## config.mk

```make
export PLATFORM = sky130hd
export DESIGN_NAME = fetch_unit
export DESIGN_NICKNAME = d
export VERILOG_FILES = /design/src/rtl/fetch_unit.sv
export SDC_FILE = /design/constraint.sdc
export NUM_CORES = 1
export LEC_CHECK = 0
export BUFFER_PORTS_ARGS = -buffer_cell sky130_fd_sc_hd__buf_2
export CORE_MARGIN = 3
export CORE_UTILIZATION = 25
export DETAILED_ROUTE_END_ITERATION = 12
export PLACE_DENSITY_LB_ADDON = 0.2
export REMOVE_ABC_BUFFERS = 1
export SLEW_MARGIN = 20
export SYNTH_ARGS = -nofsm -noshare
export SYNTH_HDL_FRONTEND = slang
export SYNTH_SLANG_ARGS = --single-unit
export TNS_END_PERCENT = 1
```

## constraint.sdc

```tcl
create_clock -name clk -period 4.1 [get_ports clk]
set_input_delay 0 -clock clk [delete_from_list [all_inputs] [get_ports clk]]
set_output_delay 0 -clock clk [all_outputs]
set_load 0.01 [all_outputs]
```

## src/rtl/fetch_unit.sv

```systemverilog
// fetch_unit: instruction fetch front end.
// The fetch PC issues word requests to instruction memory. Up to DEPTH words
// can be in flight or buffered at once. Returned words queue in an in-order
// buffer that feeds decode. A redirect flushes the buffer and marks every
// outstanding response stale; the RUN/DRAIN state machine discards those
// stale responses as they arrive.
// Optional feature macro: FETCH_BYPASS_EN. When it is defined, a response that
// arrives while the buffer is empty drives instr_* in the same cycle.
module fetch_unit #(
  parameter logic [31:0] RESET_PC = 32'h0000_0000,
  parameter int unsigned DEPTH    = 2
) (
  input  logic        clk,
  input  logic        reset,
  output logic        imem_req,
  output logic [31:0] imem_addr,
  input  logic        imem_gnt,
  input  logic        imem_rvalid,
  input  logic [31:0] imem_rdata,
  input  logic        redirect,
  input  logic [31:0] redirect_pc,
  output logic        instr_valid,
  input  logic        instr_ready,
  output logic [31:0] instr,
  output logic [31:0] instr_pc,
  output logic [31:0] pc_plus8
);

  localparam int unsigned PW = (DEPTH > 1) ? $clog2(DEPTH) : 1;
  // The counters also hold DEPTH+1. That value occurs when a grant lands in a
  // redirect cycle while the window is already full.
  localparam int unsigned CW = $clog2(DEPTH + 2);

  typedef enum logic {
    RUN,
    DRAIN
  } state_e;

  state_e        state_q, state_d;
  logic [31:2]   pc_q, pc_d;
  logic [31:2]   resp_pc_q, resp_pc_d;
  logic [CW-1:0] count_q, count_d;
  logic [CW-1:0] inflight_q, inflight_d;
  logic [CW-1:0] stale_q, stale_d;
  logic [PW-1:0] rd_ptr_q, rd_ptr_d;
  logic [PW-1:0] wr_ptr_q, wr_ptr_d;
  logic [31:0]   buf_instr_q [DEPTH];
  logic [31:2]   buf_pc_q    [DEPTH];

  logic buf_empty;
  logic buf_full;
  logic gnt_fire;
  logic rv_any;
  logic rv_live;
  logic bypass;
  logic push;
  logic pop;
  logic unused_redirect_lsbs;

  assign unused_redirect_lsbs = ^redirect_pc[1:0];

  function automatic logic [PW-1:0] ptr_inc(input logic [PW-1:0] p);
    if (p == PW'(DEPTH - 1)) begin
      return '0;
    end
    return p + PW'(1);
  endfunction

  // Memory handshake qualification and request generation.
  always_comb begin
    buf_empty = (count_q == '0);
    buf_full  = (count_q == CW'(DEPTH));
    imem_req  = !reset && !redirect && ((count_q + inflight_q) < CW'(DEPTH));
    imem_addr = {pc_q, 2'b00};
    // A grant that arrives in the redirect cycle still leaves a response outstanding.
    gnt_fire  = !reset && imem_gnt && (imem_req || redirect);
    rv_any    = !reset && imem_rvalid;
    rv_live   = rv_any && !redirect && (state_q == RUN);
  end

`ifdef FETCH_BYPASS_EN
  // Decode outputs: the buffer head, or the arriving word when the buffer is empty.
  always_comb begin
    bypass      = rv_live && buf_empty;
    instr_valid = !reset && (!buf_empty || bypass);
    instr       = bypass ? imem_rdata : buf_instr_q[rd_ptr_q];
    instr_pc    = bypass ? {resp_pc_q, 2'b00} : {buf_pc_q[rd_ptr_q], 2'b00};
    pc_plus8    = instr_pc + 32'd8;
    pop         = !reset && !buf_empty && instr_ready;
    push        = rv_live && !(bypass && instr_ready);
  end
`else
  // Decode outputs come only from registered buffer state.
  always_comb begin
    bypass      = 1'b0;
    instr_valid = !reset && !buf_empty;
    instr       = buf_instr_q[rd_ptr_q];
    instr_pc    = {buf_pc_q[rd_ptr_q], 2'b00};
    pc_plus8    = instr_pc + 32'd8;
    pop         = !reset && !buf_empty && instr_ready;
    push        = rv_live;
  end
`endif

  // Next-state computation for the PC, the counters and the buffer pointers.
  always_comb begin
    pc_d       = pc_q;
    resp_pc_d  = resp_pc_q;
    rd_ptr_d   = rd_ptr_q;
    wr_ptr_d   = wr_ptr_q;
    count_d    = count_q + CW'(push) - CW'(pop);
    inflight_d = inflight_q + CW'(gnt_fire) - CW'(rv_any);
    stale_d    = stale_q;
    if (gnt_fire) begin
      pc_d = pc_q + 30'd1;
    end
    // resp_pc is the address of the next non-stale response.
    if (rv_live) begin
      resp_pc_d = resp_pc_q + 30'd1;
    end
    if (push) begin
      wr_ptr_d = ptr_inc(wr_ptr_q);
    end
    if (pop) begin
      rd_ptr_d = ptr_inc(rd_ptr_q);
    end
    if ((state_q == DRAIN) && rv_any) begin
      stale_d = stale_q - CW'(1);
    end
    if (redirect) begin
      pc_d      = redirect_pc[31:2];
      resp_pc_d = redirect_pc[31:2];
      rd_ptr_d  = '0;
      wr_ptr_d  = '0;
      count_d   = '0;
      stale_d   = inflight_d;
    end
  end

  // RUN/DRAIN next-state logic.
  always_comb begin
    state_d = state_q;
    case (state_q)
      RUN: begin
        if (redirect && (inflight_d != '0)) begin
          state_d = DRAIN;
        end
      end
      DRAIN: begin
        if (stale_d == '0) begin
          state_d = RUN;
        end
      end
      default: state_d = RUN;
    endcase
  end

  // Control state registers with synchronous reset.
  always_ff @(posedge clk) begin
    if (reset) begin
      state_q    <= RUN;
      pc_q       <= RESET_PC[31:2];
      resp_pc_q  <= RESET_PC[31:2];
      count_q    <= '0;
      inflight_q <= '0;
      stale_q    <= '0;
      rd_ptr_q   <= '0;
      wr_ptr_q   <= '0;
    end else begin
      state_q    <= state_d;
      pc_q       <= pc_d;
      resp_pc_q  <= resp_pc_d;
      count_q    <= count_d;
      inflight_q <= inflight_d;
      stale_q    <= stale_d;
      rd_ptr_q   <= rd_ptr_d;
      wr_ptr_q   <= wr_ptr_d;
    end
  end

  // Buffer storage: write the response word and its address at the tail.
  always_ff @(posedge clk) begin
    if (push) begin
      buf_instr_q[wr_ptr_q] <= imem_rdata;
      buf_pc_q[wr_ptr_q]    <= resp_pc_q;
    end
  end

  // Flow-control sanity checks.
  always_ff @(posedge clk) begin
    if (!reset) begin
      assert (!(push && !pop && buf_full));
      assert (!(rv_any && (inflight_q == '0)));
    end
  end

endmodule

```

==> impl_results.md <==
- Status: finished clean
- First-pass DRT Iterations: 5
- Power per cell area: between 300 and 400 mW/mm²
- Vias in the first global route: between 6000 and 7000
- CTS sink count: approximately 190
- YS warnings: 0
- Sequential fraction of the synthesis area: between 50 and 60%
- WS Path Type: reg2out
- Net switching power: approximately 1.1 mW
- Synth Area per Inst: 11.5 µm²
- Mapped cell area: a little over 0.009 mm²
- Post-Syn Instances: about 800
- Clock network power share: a little under two fifths
- Clk slew on worst S/H paths: 0.07 ns
- Critical Path End Type: output port
- H-tree levels: 4
- Die height: a little under 200 µm
- FF-to-FF End: state_q
- Die W: about 200 µm
- DRC Markers: 0
- Core ar.: roughly 0.036 mm²
- CTS tree: built
- Compound-Gate Fraction of Synth Area: roughly 8.9%
- Worst vdd ir: 295 µV
- Hold path startpoint: redirect_pc[27]
- Multiplexer share of the synthesized area: under 10%
- Synth top area cells: edfxtp_1 41%, dfxtp_1 15%, mux2_2 6.3%
- Gr usage total: a little over an eighth
- Initial antenna violation count: 1
- Met2 wire len: 11.7 mm
- Pre-CTS setup slack: roughly 1.3 ns
- Post_cts resized: 0
- Worst skew pair latency: about 0.44 ns
- Slew Viols, Final: 0
- Antenna Cells: 0
- Area Growth Syn to Fin: 29.0%
- Metal-1 WL: roughly 13 mm
- PnR Total Power: 4.28 mW
- Post-CTS Repair Setup Buffers: 0
- RSZ-0062 raised after global routing: no
- Post-layout util: between 30% and 40%
- GP Congestion: 0.758
- Routed WL per cell: between 15 and 20 µm
- Hold_buf cts: 60
- Clock skew: between 0.015 and 0.02 ns
- Routed WL: roughly 26 mm
- Critical Path RT: approximately 4 ns
- Setup crit start kind: flip-flop
- ANT nets after route: 0
- Starting density of the core: 25.5%
- Cell Rows: 69
- Cell internal pwr: about 3.2 mW
- P_leak: ~4.3 nW
- Io pins: 200
- Async set or reset register ratio after synthesis: 0%
- Die ar.: just under 0.04 mm²
- Synth unique cells: a little under 60
- Endpoints failing setup: 0
- Switch share: 24.7%
- Drt via density: about 4.6
- Routed wl met3: ~1.2 mm
- Final Hold Fails: 0
- WP data arrival: 3.12 ns
- Via Count: 6928
- Final worst slack: roughly 0.98 ns
- Largest net degree at the start of global routing: between 60 and 70
- Top sig layer: met4
- CTS buffer count: 17
- Iteration-0 DRC Markers: 425
- Max_slew headroom: 41.8%
- Least-Margin Pin Slew: about 0.87 ns
- Period utilization: between 70% and 80%
- Buffers on Ports: ~190
- R2R cell count: 10
- Combinational family with the most area after synthesis: simple AND/OR/NAND/NOR gates
- Area fraction of the dominant cell type after synthesis: around two fifths
- Min-Delay Path Class: in2reg
- Synth Flop Type: edfxtp_1
- Maxcap violations: 0
- Hold path depth: 4
- Worst Hold End: resp_pc_q[27]
- Max clock buf depth: 2
- R2r setup slk: between 1 and 1.5 ns
- Yosys reg bits: between 150 and 200
- Nets: approximately 1100
- Grt ovf: 0
- Area fraction in and, or, nand and nor cells after synthesis: between 10% and 20%
- Leading area contributor after synthesis: edfxtp_1
- Sequential power share: 52.3%
- Top fanout value on the critical path: 43
- CTS Root Cell: clkbuf_16
- First-pass GRT wire length: slightly above 40 mm
- Comb power frac: approximately a tenth
- Fmax: 320 MHz
- Fin crit period: roughly 3.1 ns
- Post-DP HPWL: between 15 and 20 mm
- Launching point of the worst reg2reg path: count_q[1]
- Setup TNS: 0 ns
- Synth Area in Adders: less than 1%
- EDFF count, synth: 124
- Layout cells sized above 1: between 20% and 30%
- Fraction of synthesized cell area in xor and xnor cells: between 7 and 8%
==> registers in the layout, summed over array words and instances, names as in the netlist, 2 cells and up, named ones only <==
name,cells
resp_pc_q,30
inflight_q,2
buf_instr_q,64
buf_pc_q,60
count_q,2
pc_q,30
stale_q,2
==> layer usage <==
metal / GRT usage [%] / vias to the layer above
met1: 18.8 / 3308
met2: 21.1 / 170
met4: 3.99 / 0
met5: 0 / -
li1: - / 3428
met3: 2.63 / 22
==> power by group through the flow <==
| stage | sequential (mW) | clock [mW] | combinational (mW) |
|---|---|---|---|
| 2_1_floorplan | 2.27 | 0 | 0.195 |
| 3_3_place_gp | 2.28 | 0 | 0.381 |
| 3_5_place_dp | 2.28 | 0 | 0.382 |
| 4_1_cts | 2.24 | 1.69 | 0.431 |
| 5_1_grt | 2.25 | 1.77 | 0.469 |
| 6_report | 2.24 | 1.62 | 0.423 |
==> through the flow <==
step | std cells | area (µm²) | hold WS, ns
floorplan | 758 | 8930 | 0.0522
global placement | 1424 | 10600 | 0.189
detailed placement | 1424 | 10600 | 0.194
CTS | 1516 | 11800 | 0.00112
global route | 1516 | 11800 | 0.0156
finish | 1516 | 11800 | 0.0151
==> worst max path at each step <==
stage / startpoint / endpoint / slack, ns / cells after the start
3_5_place_dp: flip-flop / pc_plus8[31] / 1.32 / 12
5_1_grt: flip-flop / pc_plus8[31] / 0.60 / 12
4_1_cts: flip-flop / pc_plus8[31] / 0.84 / 12
3_3_place_gp: flip-flop / pc_plus8[31] / 1.36 / 12
2_1_floorplan: state_q / buf_instr_q[0][0] / 0.11 / 3
6_report: flip-flop / pc_plus8[31] / 0.98 / 12
==> logic make-up (layout without fill, tap and decap cells) <==
group,Yosys count,after routing
AOI/OAI and AO/OA,118,118
xor gates and xnor gates,77,77
adders and majority gates,7,7
buffers and inverters,73,327
DFF,194,194
muxes,63,63
other,1,6
and+or+nand+nor,263,263
==> placed cells by master, fill, tap and decap left out, types with 22 or more instances in the layout <==
cell           instances
buf_2                191
edfxtp_1             124
dfxtp_1               69
nand2_1               60
dlygate4sd3_1         60
mux2_2                51
xnor2_1               47
nor2_1                39
nand3_1               38
xor2_1                30
inv_1                 29
nand4_1               27
a21oi_1               22
==> worst max-delay path: stages, from the launching register on <==
cell and delay (ns):
dfxtp_4 0.72, nand2_1 0.08, and2_1 0.18, inv_1 0.07, ha_1 0.19, inv_1 0.05
a211oi_1 0.19, buf_4 0.17, nand4_1 0.08, buf_4 0.20, nor4b_1 0.41, xor2_1 0.17
buf_2 0.14
==> cell usage after synthesis, types with 17 or more instances <==
cell / number
nand2_1: 60
a21boi_0: 17
clkbuf_1: 23
nor3_1: 17
mux2_2: 51
nor2_1: 40
a21oi_1: 22
inv_1: 29
nand3_1: 38
dfxtp_1: 70
xnor2_1: 47
edfxtp_1: 124
a211oi_1: 19
nand4_1: 27
xor2_1: 30
==> final cells by class <==
class / instances / area, µm²
Clock inverter: 9 / 71.3
Sequential cell: 194 / 5130
Clock buffer: 23 / 502
Inverter: 30 / 113
Tap cell: 461 / 577
Timing Repair Buffer: 265 / 1670
Fill cell: 3667 / 24000
Multi-Input combinational cell: 534 / 3700
No activity file was read; power rests on OpenSTA's default activity.
